$ cat src/rtl/hash_io_bridge.sv
// hash_io_bridge: word-serial host port in front of a block-oriented hash core.
// Host words are packed into core blocks (first word in the MS position). The
// core digest is read back one IO_W word per fetch. Each host request gets a
// one-cycle registered ack or a one-cycle err pulse.
// Optional: define HASH_IO_BRIDGE_BUSYCNT_EN to count core-busy cycles on
// busy_cycles. Without the macro, busy_cycles is tied to 0.
module hash_io_bridge #(
    parameter int IO_W     = 16,
    parameter int BLOCK_W  = 32,
    parameter int DIGEST_W = 256
) (
    input  logic                clk,
    input  logic                rst_n,
    input  logic                init,
    input  logic                load,
    input  logic                fetch,
    input  logic [IO_W-1:0]     idata,
    output logic                ack,
    output logic [IO_W-1:0]     odata,
    output logic                err,
    output logic                core_init,
    output logic                core_blk_valid,
    output logic [BLOCK_W-1:0]  core_blk,
    output logic                core_final,
    input  logic                core_busy,
    input  logic                core_dig_valid,
    input  logic [DIGEST_W-1:0] core_digest,
    output logic [31:0]         busy_cycles
);
    localparam int WORDS  = BLOCK_W / IO_W;
    localparam int DWORDS = DIGEST_W / IO_W;
    localparam int CW     = (WORDS > 1) ? $clog2(WORDS) : 1;
    localparam int IW     = (DWORDS > 1) ? $clog2(DWORDS) : 1;
    localparam logic [CW-1:0] LAST_WORD = CW'(WORDS - 1);
    localparam logic [IW-1:0] LAST_DIG  = IW'(DWORDS - 1);

    typedef enum logic [2:0] {
        IDLE,
        COLLECT,
        CORE_RUN,
        FINAL_RUN,
        FETCH_OUT
    } state_t;

    state_t                         r_state;
    logic                           r_ack;
    logic                           r_err;
    logic [IO_W-1:0]                r_odata;
    logic                           r_core_init;
    logic                           r_blk_valid;
    logic                           r_final;
    logic [BLOCK_W-1:0]             r_blk;
    logic [CW-1:0]                  r_cnt;
    logic [IW-1:0]                  r_idx;
    // digest word 0 (MS IO_W bits) sits at index 0
    logic [0:DWORDS-1][IO_W-1:0]    r_dig;
    // core command (block or final) has been issued for the current run
    logic                           r_issued;
    // core_busy has been seen high since the block was issued
    logic                           r_seen_busy;
    // the request that started CORE_RUN/FINAL_RUN is still being held
    logic                           r_hold;

    logic                           w_init;
    logic                           w_load;
    logic                           w_fetch;
    logic                           w_both;
    logic                           w_held;
    logic [BLOCK_W-1:0]             w_blk_shift;
    logic [IW-1:0]                  w_idx_nxt;

    // a request is taken only while no ack is showing; init outranks the rest
    assign w_init  = init & ~r_ack;
    assign w_load  = load & ~r_ack & ~init;
    assign w_fetch = fetch & ~r_ack & ~init;
    assign w_both  = w_load & w_fetch;

    // while waiting on the core, the host keeps holding the request whose ack
    // is pending; that held request is not a new (erroneous) request
    assign w_held = r_hold & ((r_state == CORE_RUN) ? load : fetch);

    assign w_idx_nxt = (r_idx == LAST_DIG) ? '0 : r_idx + 1'b1;

    generate
        if (WORDS > 1) begin : g_shift
            assign w_blk_shift = {r_blk[BLOCK_W-IO_W-1:0], idata};
        end else begin : g_noshift
            assign w_blk_shift = idata;
        end
    endgenerate

    // host/core protocol FSM with all outputs registered
    always_ff @(posedge clk) begin
        if (!rst_n) begin
            r_state     <= IDLE;
            r_ack       <= 1'b0;
            r_err       <= 1'b0;
            r_odata     <= '0;
            r_core_init <= 1'b0;
            r_blk_valid <= 1'b0;
            r_final     <= 1'b0;
            r_blk       <= '0;
            r_cnt       <= '0;
            r_idx       <= '0;
            r_dig       <= '0;
            r_issued    <= 1'b0;
            r_seen_busy <= 1'b0;
            r_hold      <= 1'b0;
        end else begin
            r_ack       <= 1'b0;
            r_err       <= 1'b0;
            r_core_init <= 1'b0;
            r_blk_valid <= 1'b0;
            r_final     <= 1'b0;
            if (w_init) begin
                r_state     <= IDLE;
                r_cnt       <= '0;
                r_idx       <= '0;
                r_dig       <= '0;
                r_issued    <= 1'b0;
                r_seen_busy <= 1'b0;
                r_hold      <= 1'b0;
                r_core_init <= 1'b1;
                r_ack       <= 1'b1;
            end else begin
                case (r_state)
                    IDLE, COLLECT: begin
                        if (w_both || (w_fetch && r_state == COLLECT)) begin
                            r_err <= 1'b1;
                        end else if (w_load) begin
                            r_blk <= w_blk_shift;
                            if (r_cnt == LAST_WORD) begin
                                // last word: its ack waits for the core round trip
                                r_cnt       <= '0;
                                r_state     <= CORE_RUN;
                                r_issued    <= 1'b0;
                                r_seen_busy <= 1'b0;
                                r_hold      <= 1'b1;
                            end else begin
                                r_cnt   <= r_cnt + 1'b1;
                                r_ack   <= 1'b1;
                                r_state <= COLLECT;
                            end
                        end else if (w_fetch) begin
                            // IDLE always has a zero word count: start finalisation
                            r_state  <= FINAL_RUN;
                            r_issued <= 1'b0;
                            r_hold   <= 1'b1;
                        end
                    end
                    CORE_RUN: begin
                        r_hold <= w_held;
                        if ((w_load && !w_held) || w_fetch) r_err <= 1'b1;
                        if (!r_issued) begin
                            if (!core_busy) begin
                                r_blk_valid <= 1'b1;
                                r_issued    <= 1'b1;
                            end
                        end else if (core_busy) begin
                            r_seen_busy <= 1'b1;
                        end else if (r_seen_busy) begin
                            r_ack       <= 1'b1;
                            r_state     <= IDLE;
                            r_issued    <= 1'b0;
                            r_seen_busy <= 1'b0;
                            r_hold      <= 1'b0;
                        end
                    end
                    FINAL_RUN: begin
                        r_hold <= w_held;
                        if (w_load || (w_fetch && !w_held)) r_err <= 1'b1;
                        if (!r_issued) begin
                            if (!core_busy) begin
                                r_final  <= 1'b1;
                                r_issued <= 1'b1;
                            end
                        end else if (core_dig_valid) begin
                            r_dig    <= core_digest;
                            r_odata  <= core_digest[DIGEST_W-1 -: IO_W];
                            r_idx    <= '0;
                            r_ack    <= 1'b1;
                            r_state  <= FETCH_OUT;
                            r_issued <= 1'b0;
                            r_hold   <= 1'b0;
                        end
                    end
                    FETCH_OUT: begin
                        if (w_load) begin
                            r_err <= 1'b1;
                        end else if (w_fetch) begin
                            r_idx   <= w_idx_nxt;
                            r_odata <= r_dig[w_idx_nxt];
                            r_ack   <= 1'b1;
                        end
                    end
                    default: r_state <= IDLE;
                endcase
            end
        end
    end

`ifdef HASH_IO_BRIDGE_BUSYCNT_EN
    logic [31:0] r_busy_cnt;

    // count core-busy cycles, saturating; an accepted init restarts the count
    always_ff @(posedge clk) begin
        if (!rst_n) begin
            r_busy_cnt <= '0;
        end else if (w_init) begin
            r_busy_cnt <= '0;
        end else if (core_busy && r_busy_cnt != 32'hFFFF_FFFF) begin
            r_busy_cnt <= r_busy_cnt + 32'd1;
        end
    end

    assign busy_cycles = r_busy_cnt;
`else
    assign busy_cycles = 32'd0;
`endif

    assign ack            = r_ack;
    assign err            = r_err;
    assign odata          = r_odata;
    assign core_init      = r_core_init;
    assign core_blk_valid = r_blk_valid;
    assign core_blk       = r_blk;
    assign core_final     = r_final;

endmodule
$ cat config.mk
export PLATFORM = sky130hd
export DESIGN_NAME = hash_io_bridge
export DESIGN_NICKNAME = d
export VERILOG_FILES = /design/src/rtl/hash_io_bridge.sv
export SDC_FILE = /design/constraint.sdc
export NUM_CORES = 1
export LEC_CHECK = 0
export ABC_CLOCK_PERIOD_IN_PS = 7200
export CELL_PAD_IN_SITES_DETAIL_PLACEMENT = 0
export CELL_PAD_IN_SITES_GLOBAL_PLACEMENT = 1
export CORE_ASPECT_RATIO = 0.75
export CORE_UTILIZATION = 45
export DETAILED_ROUTE_END_ITERATION = 8
export DONT_BUFFER_PORTS = 1
export HOLD_SLACK_MARGIN = 0.12
export PLACE_DENSITY = 0.84
export SLEW_MARGIN = 40
export SYNTH_ARGS = -nofsm -noshare
export SYNTH_HDL_FRONTEND = slang
export SYNTH_SLANG_ARGS = --single-unit
$ cat constraint.sdc
create_clock -name clk -period 7.2 [get_ports clk]
set_clock_uncertainty 0.15 [all_clocks]
set_input_delay 0.72 -clock clk [delete_from_list [all_inputs] [get_ports clk]]
set_output_delay 0.72 -clock clk [all_outputs]
set_load 0.02 [all_outputs]
==> qor.csv <==
metric,value,unit
boundaryPins,364,
worst_max_slew_pin_slew,0.763,ns
ys.warnings.count,0,
ys_types,57,
yosys.cell_count.top_type,sky130_fd_sc_hd__nand2_1,
maxSlewHeadroom,48.9,%
yosysSeqAreaShare,46.1,%
utilization,55.5,%
dr.pass1.iters,5,
report.final.slew_viol_count,0,
clock-root-buffer,sky130_fd_sc_hd__clkbuf_16,
ys_ff_latch,320,
async_flop_share,0,%
setup.worst_path.class,flop to flop,
worstPathCellList,ha_1 -> a31oi_4 -> buf_4 -> mux4_2 -> and4_1 -> a31oi_1 -> a21oi_1,
final_layout_size_suffix_gt1_share,7.15,%
cts_made_buffers,31,
routed_via_density,5.53,
max_stage_delay,0.53,ns
synth.largest_area_cell,sky130_fd_sc_hd__dfxtp_1,
power_per_cell_area,214,nW/µm²
cts.sink_count,320,
cts.hold.buffers_added,175,
wirelength_per_cell,19.6,µm
setup_total_neg_slack,0,ns
cellLeakagePower,5.41,nW
starting_density_of_the_core,45.9,%
netlist_top_cells_area,"sky130_fd_sc_hd__dfxtp_1 (46%), sky130_fd_sc_hd__nand2_1 (17%), sky130_fd_sc_hd__a21oi_1 (10%), sky130_fd_sc_hd__mux4_2 (7.1%), sky130_fd_sc_hd__clkbuf_1 (2.2%)",
initial_drc_count,1169,
dr_wl_met2,20500,µm
maxUsedRoutingLayer,met4,
routabilityCongestion,0.904,
maximum_fanout_along_the_worst_path,34,
worst_skew_pair.late_latency,0.59,ns
worst_setup_path_end_kind,flop,
ctsLongestPathBuffers,3,
synth_edf_count,0,
final_cell_area,16800,µm²
power,3.60,mW
flip_flop_cell_with_the_highest_count_after_synthesis,sky130_fd_sc_hd__dfxtp_1,
clock_tree_from_tritoncts,done,
syn_to_final_growth,20.9,%
hold_class,input port to flop,
final_min_period_over_clock_period,41.6,%
worst-endpoint-arrival,3.32,ns
finish.net_count,2103,
grt_setup_unrepaired,false,
first_pass_grt_wire_length,66500,µm
placed_cell_count,2006,
synthesis.instances,1728,
antenna_violating_nets_post_route,0,
worstPathRequired,7.53,ns
rows,55,
achievable-frequency,334,MHz
filler_cell_count,2850,
critical-path-slowest-cell,sky130_fd_sc_hd__a31oi_4,
detailedPlacementHpwl,29400,µm
drt_wl_total,44000,µm
syn_area_per_cell,8.05,µm²
h_tree_depth_reported_by_cts,1,
finalCriticalPeriod,2.99,ns
die_h,154,µm
ys_top_cells_by_count,"sky130_fd_sc_hd__nand2_1 (630), sky130_fd_sc_hd__dfxtp_1 (320), sky130_fd_sc_hd__a21oi_1 (286)",
cts.clk_slew.worst_paths,0.07,ns
finalHoldViolations,0,
cts_post_setup_buffers_inserted,0,
synth.top_cell.area_share,46.1,%
vdd_ir_drop_max,0.000158,V
antenna_violations_before_repair,1,
drt_drc_violations_left,0,
globalRouteOverflowTotal,0,
dpl-instance-area,13900,µm²
design.core.area,30300,µm²
die-area,31600,µm²
global_route.usage.total,27.0,%
count_of_buffers_inserted_at_the_top_level_ports,0,
cap_viol_max_count,0,
floorplan.die.width,205,µm
cts_resized,0,
final_cell_count_no_fill,2246,
outcome,completed,
critPathLaunchType,flop,
first_global_vias,11800,
mappedNetlistArea,13900,µm²
largest_net_degree_at_the_start_of_global_routing,215,
setup-violations-final,0,
route.vias.total,12400,
route.met3.wl,3410,µm
wl_met1,18900,µm
## cell families after synthesis
group	count (synthesis)	synth area share, %
other cells	1	0.0270
flops	320	46.1
mux	63	8.54
xor+xnor	2	0.126
fa+ha+maj	1	0.0900
buf+inv	186	6.47
simple gates	719	20.7
compound gates	436	18.0
## critical path: cells and delay by family (launching register included)
family	cells	cell delay, ns
AOI/OAI and AO/OA	3	0.80
adders and majority gates	1	0.42
buffers and inverters	1	0.53
DFF	1	0.37
muxes	1	0.39
and+or+nand+nor	1	0.21
## where the power goes
group,switching (mW),total [mW],internal [mW],leakage [nW]
sequential,0.0123,1.79,1.78,2.58
clock,0.696,1.64,0.943,0.507
combinational,0.0890,0.175,0.0858,2.32
total,0.797,3.60,2.80,5.41
## path summary, 6_finish.rpt
path,cells past startpoint,slack (ns),start,to
max reg2reg,7,4.21,r_idx[1],odata[11]
min,2,0.13,core_digest[9],r_dig[9]
min reg2reg,2,0.30,r_dig[167],r_dig[167]
max,7,4.21,r_idx[1],odata[11]
## metal layers
metal  GRT usage [%]  up-vias
met5               0        -
met2            44.1      491
met4            7.72        0
li1                -     5972
met3            4.93       74
met1            36.5     5882
## sequential cells by signal (all words and copies together) (netlist names)
name / count
odata: 16
core_blk: 32
r_dig: 256
r_cnt: 1
core_final: 1
core_blk_valid: 1
r_issued: 1
err: 1
core_init: 1
ack: 1
r_hold: 1
r_seen_busy: 1
r_idx: 4
r_state: 3
## placed cells by master, fill, tap and decap left out, types with 11 or more instances in the layout
master                          instances
sky130_fd_sc_hd__dfxtp_1              320
sky130_fd_sc_hd__inv_1                 18
sky130_fd_sc_hd__o211ai_1              14
sky130_fd_sc_hd__clkbuf_8              11
sky130_fd_sc_hd__a31oi_1               16
sky130_fd_sc_hd__nor3_1                14
sky130_fd_sc_hd__and3_1                11
sky130_fd_sc_hd__dlygate4sd3_1        181
sky130_fd_sc_hd__mux4_2                44
sky130_fd_sc_hd__clkbuf_16             31
sky130_fd_sc_hd__a21boi_0              35
sky130_fd_sc_hd__o22ai_1               16
sky130_fd_sc_hd__a21oi_1              286
sky130_fd_sc_hd__mux2i_1               14
sky130_fd_sc_hd__o21ai_0               31
sky130_fd_sc_hd__conb_1                32
sky130_fd_sc_hd__nor2_1                16
sky130_fd_sc_hd__nand2_1              629
## area by class of cell
class	instances	area, µm²	share of cell area [%]
diodes	1	2.50	0.0149
repair buffers	198	2050	12.2
clock buffers	51	961	5.72
clock inverters	5	65.1	0.387
flip-flops and latches	320	6410	38.1
well taps	399	499	2.97
multi-input cells	1253	6760	40.2
inverters	19	72.6	0.432
## per-stage QoR
step / hold slack (ns) / worst slack, ns
CTS: 0.120 / 4.21
global route: 0.121 / 4.06
finish: 0.134 / 4.21
floorplan: 0.283 / 4.79
global placement: 0.289 / 4.22
detailed placement: 0.294 / 4.20
(Power assumes the default switching activity.)
